**src/rtl/mux_scan_sequencer_pkg.sv**
```systemverilog
`default_nettype none
// mux_scan_pkg: shared state encoding and default sizing for the selector scan sequencer.
// Rev 1.0
package mux_scan_pkg;

  localparam int NCH_DEF    = 16;
  localparam int SETTLE_DEF = 2;

  typedef enum logic [2:0] {
    IDLE    = 3'd0,
    SETUP   = 3'd1,
    SETTLE  = 3'd2,
    SAMPLE  = 3'd3,
    PUBLISH = 3'd4
  } scan_state_e;

endpackage
`default_nettype wire

```
**src/rtl/mux_scan_sequencer_if.sv**
```systemverilog
`default_nettype none
// mux_scan_sequencer_if: selector drive/readback lines plus the frame valid/ready port.
// Rev 1.0
interface mux_scan_sequencer_if #(
  parameter int NCH  = 16,
  parameter int SELW = 4
);

  logic [SELW-1:0] sel;
  logic            en_n;
  logic            mux_in;
  logic [NCH-1:0]  frame_data;
  logic            frame_valid;
  logic            frame_ready;

  modport master (
    output sel, en_n, frame_data, frame_valid,
    input  mux_in, frame_ready
  );

  modport slave (
    input  sel, en_n, frame_data, frame_valid,
    output mux_in, frame_ready
  );

endinterface
`default_nettype wire

```
**src/rtl/mux_scan_sequencer_timer.sv**
```systemverilog
`default_nettype none
// mux_scan_timer: loadable down-counter; last flags the final cycle of a settle window.
// Rev 1.0
module mux_scan_timer (
  input  wire logic       clk,
  input  wire logic       rst_n,
  input  wire logic       load,
  input  wire logic [3:0] cnt_init,
  output logic            last
);

  logic [3:0] r_cnt;

  always_ff @(posedge clk or negedge rst_n) begin
    if (!rst_n) begin
      r_cnt <= 4'd0;
    end else if (load) begin
      r_cnt <= cnt_init;
    end else if (r_cnt != 4'd0) begin
      r_cnt <= r_cnt - 4'd1;
    end
  end

  assign last = (r_cnt == 4'd1);

endmodule
`default_nettype wire

```
**src/rtl/mux_scan_sequencer.sv**
```systemverilog
`default_nettype none
// mux_scan_sequencer: sweeps a 16:1 selector channel by channel and publishes each frame on valid/ready.
// Rev 1.0
module mux_scan_sequencer
  import mux_scan_pkg::*;
#(
  parameter int NCH        = NCH_DEF,
  parameter int SELW       = 4,
  parameter int SETTLE_CYC = SETTLE_DEF,
  parameter bit INVERT     = 1'b0
) (
  input  wire logic           clk,
  input  wire logic           rst_n,
  input  wire logic           start,
  input  wire logic           cont,
  input  wire logic           abort,
  input  wire logic [NCH-1:0] ch_mask,
  output logic                busy,
  mux_scan_sequencer_if.master bus
);

  scan_state_e     r_state;
  logic [SELW-1:0] r_ch;
  logic [SELW-1:0] r_sel;
  logic            r_en_n;
  logic [NCH-1:0]  r_shadow;
  logic [NCH-1:0]  r_frame_data;
  logic            r_frame_valid;

  logic w_timer_last;
  logic w_out_free;
  logic w_last_ch;

  mux_scan_timer u_timer (
    .clk      (clk),
    .rst_n    (rst_n),
    .load     (r_state == SETUP),
    .cnt_init (4'(SETTLE_CYC)),
    .last     (w_timer_last)
  );

  assign w_out_free = !r_frame_valid || bus.frame_ready;
  assign w_last_ch  = (r_ch == SELW'(NCH - 1));

  always_ff @(posedge clk or negedge rst_n) begin
    if (!rst_n) begin
      r_state       <= IDLE;
      r_ch          <= '0;
      r_sel         <= '0;
      r_en_n        <= 1'b1;
      r_shadow      <= '0;
      r_frame_data  <= '0;
      r_frame_valid <= 1'b0;
    end else begin
      // A consumer handshake retires the frame; a same-cycle load below overrides this.
      if (r_frame_valid && bus.frame_ready) begin
        r_frame_valid <= 1'b0;
      end

      if (abort) begin
        r_state <= IDLE;
        r_en_n  <= 1'b1;
        r_sel   <= '0;
        r_ch    <= '0;
      end else begin
        case (r_state)
          IDLE: begin
            if (start) begin
              r_shadow <= '0;
              r_ch     <= '0;
              r_sel    <= '0;
              r_state  <= SETUP;
            end
          end
          SETUP: begin
            if (!ch_mask[r_ch]) begin
              r_shadow[r_ch] <= 1'b0;
              r_state        <= SAMPLE;
            end else begin
              r_en_n  <= 1'b0;
              r_state <= SETTLE;
            end
          end
          SETTLE: begin
            if (w_timer_last) begin
              r_shadow[r_ch] <= bus.mux_in ^ INVERT;
              r_en_n         <= 1'b1;
              r_state        <= SAMPLE;
            end
          end
          SAMPLE: begin
            // With a free output register the frame loads straight from the last
            // sample, so PUBLISH only costs cycles under backpressure.
            if (w_last_ch) begin
              if (w_out_free) begin
                r_frame_data  <= r_shadow;
                r_frame_valid <= 1'b1;
                r_ch          <= '0;
                r_sel         <= '0;
                r_shadow      <= '0;
                r_state       <= cont ? SETUP : IDLE;
              end else begin
                r_state <= PUBLISH;
              end
            end else begin
              r_ch    <= r_ch + SELW'(1);
              r_sel   <= r_ch + SELW'(1);
              r_state <= SETUP;
            end
          end
          PUBLISH: begin
            if (w_out_free) begin
              r_frame_data  <= r_shadow;
              r_frame_valid <= 1'b1;
              r_ch          <= '0;
              r_sel         <= '0;
              r_shadow      <= '0;
              r_state       <= cont ? SETUP : IDLE;
            end
          end
          default: begin
            r_state <= IDLE;
            r_en_n  <= 1'b1;
          end
        endcase
      end
    end
  end

  assign busy            = (r_state != IDLE);
  assign bus.sel         = r_sel;
  assign bus.en_n        = r_en_n;
  assign bus.frame_data  = r_frame_data;
  assign bus.frame_valid = r_frame_valid;

endmodule
`default_nettype wire

```
**src/flat_wrapper.sv**
```systemverilog
// flat-port wrapper written by rule: the top's interface ports become plain ports
module mux_scan_sequencer_flat import mux_scan_pkg::*;
#(
  parameter int NCH        = NCH_DEF,
  parameter int SELW       = 4,
  parameter int SETTLE_CYC = SETTLE_DEF,
  parameter bit INVERT     = 1'b0
)
  (clk, rst_n, start, cont, abort, ch_mask, busy, bus_sel, bus_en_n, bus_frame_data, bus_frame_valid, bus_mux_in, bus_frame_ready);
  mux_scan_sequencer_if #(.NCH(NCH), .SELW(SELW)) bus_i ();
  input  wire logic clk;
  input  wire logic rst_n;
  input  wire logic start;
  input  wire logic cont;
  input  wire logic abort;
  input  wire logic [NCH-1:0] ch_mask;
  output logic busy;
  output wire logic [$bits(bus_i.sel)-1:0] bus_sel;
  output wire logic [$bits(bus_i.en_n)-1:0] bus_en_n;
  output wire logic [$bits(bus_i.frame_data)-1:0] bus_frame_data;
  output wire logic [$bits(bus_i.frame_valid)-1:0] bus_frame_valid;
  input wire logic [$bits(bus_i.mux_in)-1:0] bus_mux_in;
  input wire logic [$bits(bus_i.frame_ready)-1:0] bus_frame_ready;
  assign bus_sel = bus_i.sel;
  assign bus_en_n = bus_i.en_n;
  assign bus_frame_data = bus_i.frame_data;
  assign bus_frame_valid = bus_i.frame_valid;
  assign bus_i.mux_in = bus_mux_in;
  assign bus_i.frame_ready = bus_frame_ready;
  mux_scan_sequencer #(.NCH(NCH), .SELW(SELW), .SETTLE_CYC(SETTLE_CYC), .INVERT(INVERT)) u_core (.clk(clk), .rst_n(rst_n), .start(start), .cont(cont), .abort(abort), .ch_mask(ch_mask), .busy(busy), .bus(bus_i));
endmodule
```
**config.mk**
```make
export PLATFORM = sky130hd
export DESIGN_NAME = mux_scan_sequencer_flat
export DESIGN_NICKNAME = d
export VERILOG_FILES = /design/src/rtl/mux_scan_sequencer_pkg.sv /design/src/rtl/mux_scan_sequencer_if.sv /design/src/rtl/mux_scan_sequencer_timer.sv /design/src/rtl/mux_scan_sequencer.sv /design/src/flat_wrapper.sv
export SDC_FILE = /design/constraint.sdc
export NUM_CORES = 1
export LEC_CHECK = 0
export CAP_MARGIN = 10
export CORE_ASPECT_RATIO = 0.75
export CORE_MARGIN = 3
export CORE_UTILIZATION = 57
export DETAILED_ROUTE_END_ITERATION = 12
export PLACE_DENSITY = 0.81
export SYNTH_ARGS = -nofsm -noshare
export SYNTH_HDL_FRONTEND = slang
export SYNTH_SLANG_ARGS = --single-unit
```
**constraint.sdc**
```tcl
create_clock -name clk -period 6.4 [get_ports clk]
set_input_delay 1.92 -clock clk [delete_from_list [all_inputs] [get_ports clk]]
set_output_delay 1.92 -clock clk [all_outputs]
set_load 0.03 [all_outputs]
```
==> flow_summary.json, run 1 <==
{
  "timing.fmax_mhz": 223,
  "cellLeakagePower_nw": 1.43,
  "number_of_drc_violations_after_detailed_routing": 0,
  "setup.reg_to_reg.worst_slack_ps": 3140,
  "cts_tree": "done",
  "die_h_um": 65.2,
  "required_time_at_the_endpoint_of_the_critical_path_ps": 6590,
  "viasPerCell": 5.82,
  "seq_cell_area_sq_um": 1230,
  "timing.hold.worst_path_depth": 1,
  "htree_num_levels": 2,
  "net_count_synth": 279,
  "detailedRoute.firstPassIterationCount": 4,
  "synth_warnings": 0,
  "row_count": 20,
  "place.gp.congestion": 0.888,
  "dp_hpwl_um": 3800,
  "synth_seq_area_share_pct": 46.1,
  "most_common_cell_after_layout_fill_and_taps_aside": "sky130_fd_sc_hd__dfrtp_1",
  "critPathLaunchType": "input port",
  "layout.core_utilization_pct": 74.6,
  "start_util_pct": 62.2,
  "design.final.nets": 319,
  "via_count": 2014,
  "finalClockSkew_ps": 7.11,
  "grt_antenna_before_repair": 0,
  "r2r_start": "u_core.r_ch[1]",
  "post-route-min-period_ps": 4490,
  "min-delay-path-class": "reg -> reg",
  "setup_viol": 0,
  "cts_setup_buffers": 0,
  "critical_path.cell_chain": "clkdlybuf4s50_1 -> mux2_1 -> mux4_2 -> nand3b_1 -> nand4bb_1 -> mux2_4",
  "clock_buffer_count_from_cts": 5,
  "worst_reg2reg_path_length_in_cells": 6,
  "ys_types": 38,
  "cts_resized": 0,
  "maxSlewHeadroom_pct": 27.4,
  "synth.ff_latch_count": 49,
  "worst_margin_slew_ps": 1080,
  "area_growth_syn_to_layout_pct": 20.0,
  "boundaryPins": 46,
  "synth.cell_area_sq_um": 2660,
  "drt-total-wl_um": 5320,
  "syn-mean-instance-area_sq_um": 10.6,
  "cts_hold_bufs": 0,
  "synthCells": 250,
  "arrival_ps": 4670,
  "reg2reg_to": "u_core.r_shadow[14]",
  "cts.sink_count": 49,
  "cts.clk_slew.worst_paths_ps": 90,
  "critical_path_peak_fanout": 16,
  "grt_util_all_layers_pct": 20.7,
  "rsz_0062_raised_after_global_routing": "false",
  "drt.antenna.violating_nets": 0,
  "timing.hold.ws_ps": 489,
  "multi_input_comb_area_sq_um": 1330,
  "outcome": "finished clean",
  "grt.overflow.total": 0,
  "timing.final.crit_share_pct": 70.1,
  "drtIter0Drc": 163,
  "cp-startpoint": "ch_mask[6]",
  "grt_first_pass_wirelength_um": 9180,
  "grt_max_degree": 50,
  "placeableCoreArea_sq_um": 4280,
  "max-clock-path-buffers": 2,
  "fillerInstances": 313,
  "max_cap_viol_count": 0,
  "final.setup.tns_ps": 0,
  "drive_above_1_share_pct": 18.6,
  "routed_wire_length_per_instance_um": 15.4,
  "worst_path_largest_cell_delay_ps": 850,
  "floorplan.die.width_um": 84.9,
  "final_max_slew_viol_count": 0,
  "first_global_vias": 1907,
  "io_buffers": 45,
  "critical_path.slowest_cell": "sky130_fd_sc_hd__nand4bb_1",
  "critical_path_class": "in -> reg",
  "hold_viol": 0,
  "clk-insertion-delay-late_ps": 310,
  "n_antenna_cell": 0,
  "power_density_nw_per_um2": 248,
  "ctsRootBufferMaster": "sky130_fd_sc_hd__clkbuf_8",
  "vdd_drop_max_uv": 166,
  "layout_common_cells": "48 x sky130_fd_sc_hd__dfrtp_1, 44 x sky130_fd_sc_hd__clkdlybuf4s50_1, 36 x sky130_fd_sc_hd__nand2_1, 29 x sky130_fd_sc_hd__mux2_2, 18 x sky130_fd_sc_hd__nor2_1",
  "design.die.area_sq_um": 5530,
  "critPathCapture": "u_core.r_shadow[14]",
  "setup_crit_end_kind": "flop"
}
## cell type report
type,count,area share [%]
flip-flops and latches,49,38.4
clock inverters,2,0.431
repair buffers,46,14.2
multi-input cells,182,41.5
inverters,6,0.705
well taps,55,2.16
clock buffers,6,2.59
## worst max-delay path, delay by kind of cell
family / cells / cell delay [ps]
buffers and inverters: 1 / 390
muxes: 3 / 1370
and+or+nand+nor: 2 / 970
## cell families after synthesis
logic type      after synthesis  synth area share (%)
fa+ha+maj                     6                  2.82
compound gates               44                  10.1
flops                        49                  46.1
xor+xnor                      2                 0.658
mux                          44                  20.8
buf+inv                      19                  4.09
simple gates                 86                  15.4
## cell usage after synthesis, drive strengths merged
library cell,n,area share (%)
a211o,2,0.66
a21o,3,0.85
a21oi,9,1.7
a221oi,1,0.33
a22o,2,0.71
a31oi,1,0.24
and3,1,0.24
buf,8,2.5
clkbuf,5,0.71
dfrtp,48,45
dfstp,1,0.99
ha,6,2.8
inv,6,0.85
mux2,40,18
mux2i,2,0.75
mux4,2,1.7
nand2,36,5.1
nand2b,6,1.4
nand3,8,1.5
nand3b,4,1.1
nand4bb,2,0.85
nor2,18,2.5
nor2b,3,0.71
nor3,2,0.38
nor3b,1,0.28
nor4,2,0.47
o21ai,10,1.9
o22ai,16,3.8
or2,1,0.24
or3,1,0.24
or4b,1,0.38
xnor2,1,0.33
xor2,1,0.33
## sequential cells by signal (all words and copies together) (netlist names)
name                    count
u_core.r_state              3
u_core.bus.frame_valid      1
u_core.bus.en_n             1
u_core.r_ch                 4
u_core.r_shadow            16
u_core.u_timer.r_cnt        4
u_core.bus.frame_data      16
u_core.bus.sel              4
## routing by layer
layer / global-route usage [%] / routed length, um
met5: 0 / 0
met4: 4.74 / 39
met3: 4.14 / 355
met2: 32.3 / 2390
met1: 30.2 / 2540
## report_power, final
part           switching, mW  leakage (nW)  total [mW]  internal, mW
logic                  0.138         0.708       0.236        0.0980
clock network          0.106        0.0512       0.194        0.0878
registers             0.0283         0.673       0.360         0.332
total                  0.273          1.43       0.791         0.518
## metrics by stage
| stage | cell area, sq um | power [mW] | worst slack (ps) | cells |
|---|---|---|---|---|
| 2_1_floorplan | 2660 | 0.550 | 2830 | 250 |
| 3_3_place_gp | 3100 | 0.591 | 1670 | 338 |
| 3_5_place_dp | 3100 | 0.601 | 1590 | 338 |
| 4_1_cts | 3190 | 0.793 | 1910 | 346 |
| 5_1_grt | 3190 | 0.835 | 1760 | 346 |
| 6_report | 3190 | 0.791 | 1910 | 346 |
## worst min-delay path by stage
stage,from,end,slack [ps]
5_1_grt,u_core.bus.sel[0],u_core.bus.sel[0],520
3_3_place_gp,u_core.bus.sel[0],u_core.bus.sel[0],470
3_5_place_dp,u_core.bus.sel[0],u_core.bus.sel[0],470
6_report,u_core.bus.sel[0],u_core.bus.sel[0],490
2_1_floorplan,u_core.r_shadow[0],u_core.r_shadow[0],500
4_1_cts,u_core.bus.sel[0],u_core.bus.sel[0],490
No activity file was read; power rests on OpenSTA's default activity.
==> inputs of run 2 (changes only) <==
- CORE_UTILIZATION: 57 -> 53
- PLACE_DENSITY: 0.81 -> 0.76
- clock period: 6.4 -> 4.3 ns (I/O delays scaled with it)
==> run 2 against run 1 <==
Effect of this change: non-clock buffer count grew 1; critical path depth grew 1; sequential share of layout area decreased by 0.36 points; routed wire length is 1.3% higher; first-iteration DRC count increased by 1.8%; sequential power rose by 49%; cell count grew 0.87%; global-route usage is 0.20 points lower; register-to-register slack got worse by 1500 ps; largest cell class unchanged.
==> flow_summary.json, run 2 (same netlist as run 1, synthesis figures left out) <==
{
  "outcome": "finished clean",
  "io_buffers": 45,
  "timing.final.crit_share_pct": 70.2,
  "arrival_ps": 3220,
  "required_time_at_the_endpoint_of_the_critical_path_ps": 4500,
  "clk-insertion-delay-late_ps": 310,
  "final_max_slew_viol_count": 0,
  "start_util_pct": 57.2,
  "seq_cell_area_sq_um": 1230,
  "worst_reg2reg_path_length_in_cells": 7,
  "clockPowerShare_pct": 27.9,
  "max_cap_viol_count": 0,
  "vdd_drop_max_uv": 255,
  "die_h_um": 67.4,
  "drt.antenna.violating_nets": 0,
  "first_global_vias": 1969,
  "setup_crit_end_kind": "flop",
  "routed_wire_length_per_instance_um": 15.4,
  "worst_path_largest_cell_delay_ps": 480,
  "critical_path_class": "in -> reg",
  "p_sw_share_pct": 32.8,
  "dp_hpwl_um": 3750,
  "final.setup.tns_ps": 0,
  "proportion_of_power_drawn_by_flip_flops_and_latches_pct": 43.4,
  "design.final.nets": 320,
  "numPlacedInstances": 341,
  "design.die.area_sq_um": 5920,
  "critical_path_buffers_and_inverters": 2,
  "min-delay-path-class": "reg -> reg",
  "floorplan.die.width_um": 87.8,
  "boundaryPins": 46,
  "grt.overflow.total": 0,
  "n_antenna_cell": 0,
  "timing.hold.ws_ps": 487,
  "cts.sink_count": 49,
  "finalClockSkew_ps": 12.5,
  "critPathLaunchType": "input port",
  "setup_viol": 0,
  "max-clock-path-buffers": 2,
  "timing.hold.worst_path_depth": 1,
  "hold_viol": 0,
  "row_count": 21,
  "timing.fmax_mhz": 331,
  "multi_input_comb_area_sq_um": 1330,
  "grt_max_degree": 50,
  "switchingPower_uw": 405,
  "cts.clk_slew.worst_paths_ps": 90,
  "final_cell_count_no_fill": 349,
  "grt_util_all_layers_pct": 20.5,
  "layout_common_cells": "48 x sky130_fd_sc_hd__dfrtp_1, 44 x sky130_fd_sc_hd__clkdlybuf4s50_1, 36 x sky130_fd_sc_hd__nand2_1, 29 x sky130_fd_sc_hd__mux2_2, 18 x sky130_fd_sc_hd__nor2_1",
  "int_power_uw": 830,
  "path_delay_family": "multiplexers",
  "grt_antenna_before_repair": 0,
  "critical_path.cell_chain": "clkdlybuf4s50_1 -> mux2_1 -> mux4_2 -> nand3b_1 -> nand4bb_1 -> buf_4 -> mux2_4",
  "cts_setup_buffers": 0,
  "cts_hold_bufs": 0,
  "place.gp.congestion": 0.801,
  "most_common_cell_after_layout_fill_and_taps_aside": "sky130_fd_sc_hd__dfrtp_1",
  "post-route-min-period_ps": 3020,
  "drive_above_1_share_pct": 18.5,
  "place_worst_setup_slack_ps": 958,
  "maxSlewHeadroom_pct": 27.0,
  "combPwrFrac_pct": 28.7,
  "number_of_drc_violations_after_detailed_routing": 0,
  "via_count": 1977,
  "cts_tree": "done",
  "cts_resized": 0,
  "ctsRootBufferMaster": "sky130_fd_sc_hd__clkbuf_8",
  "cellLeakagePower_nw": 1.44,
  "worst_margin_slew_ps": 1090,
  "path_depth": 7,
  "power_density_nw_per_um2": 383,
  "post-layout-total-power_mw": 1.23,
  "clock_buffer_count_from_cts": 5,
  "critical_path.slowest_cell": "sky130_fd_sc_hd__mux4_2",
  "worst_slack_ps": 1280,
  "drt-total-wl_um": 5390,
  "area_growth_syn_to_layout_pct": 21.1,
  "rsz_0062_raised_after_global_routing": "false",
  "viasPerCell": 5.66,
  "htree_num_levels": 2,
  "placeableCoreArea_sq_um": 4650,
  "critical_path_peak_fanout": 16,
  "grt_first_pass_wirelength_um": 9480,
  "detailedRoute.firstPassIterationCount": 4,
  "drtIter0Drc": 166,
  "fillerInstances": 372
}
## run 2: changes by cell type in the layout (fill, tap and decap cells not counted), sizes merged
cell    previous run  this run
clkinv             2         0
buf                2         3
bufinv             0         1
clkbuf             6         7
## run 2: routing by layer
layer	GRT usage, %	part of all wire [%]	up-vias
met5	0	0	-
met4	6.51	0.87	0
met3	3.66	3.2	5
met2	29.8	44	27
met1	31.1	52	971
li1	-	-	974
## run 2: worst paths after layout
kind	slack, ps	start	to
worst max-delay path	1280	ch_mask[6]	u_core.r_shadow[8]
worst min register to register	490	u_core.bus.sel[0]	u_core.bus.sel[0]
worst min-delay path	490	u_core.bus.sel[0]	u_core.bus.sel[0]
worst max register to register	1650	u_core.r_ch[1]	u_core.bus.frame_data[0]
max in group asynchronous	2440	rst_n	u_core.bus.sel[3]
min in group asynchronous	1190	rst_n	u_core.bus.frame_data[13]
## run 2: area by class of cell
type,count,area share [%]
inverters,6,0.699
flip-flops and latches,49,38.1
clock buffers,7,2.68
multi-input cells,182,41.1
clock inverters,1,0.932
well taps,57,2.21
repair buffers,47,14.3
## run 2: power by group through the flow
stage	Combinational (mW)	Sequential, mW	Clock [mW]
final	0.354	0.535	0.345
after global routing	0.398	0.543	0.367
after CTS	0.355	0.535	0.347
after detailed placement	0.350	0.544	0
after global placement	0.345	0.542	0
after floorplan	0.291	0.528	0
## run 2: per-stage QoR
stage               instance area (sq um)  util [%]
floorplan                            2660         -
global placement                     3110      66.8
finish                               3220      69.3
detailed placement                   3110      66.8
global route                         3220      69.3
CTS                                  3220      69.3
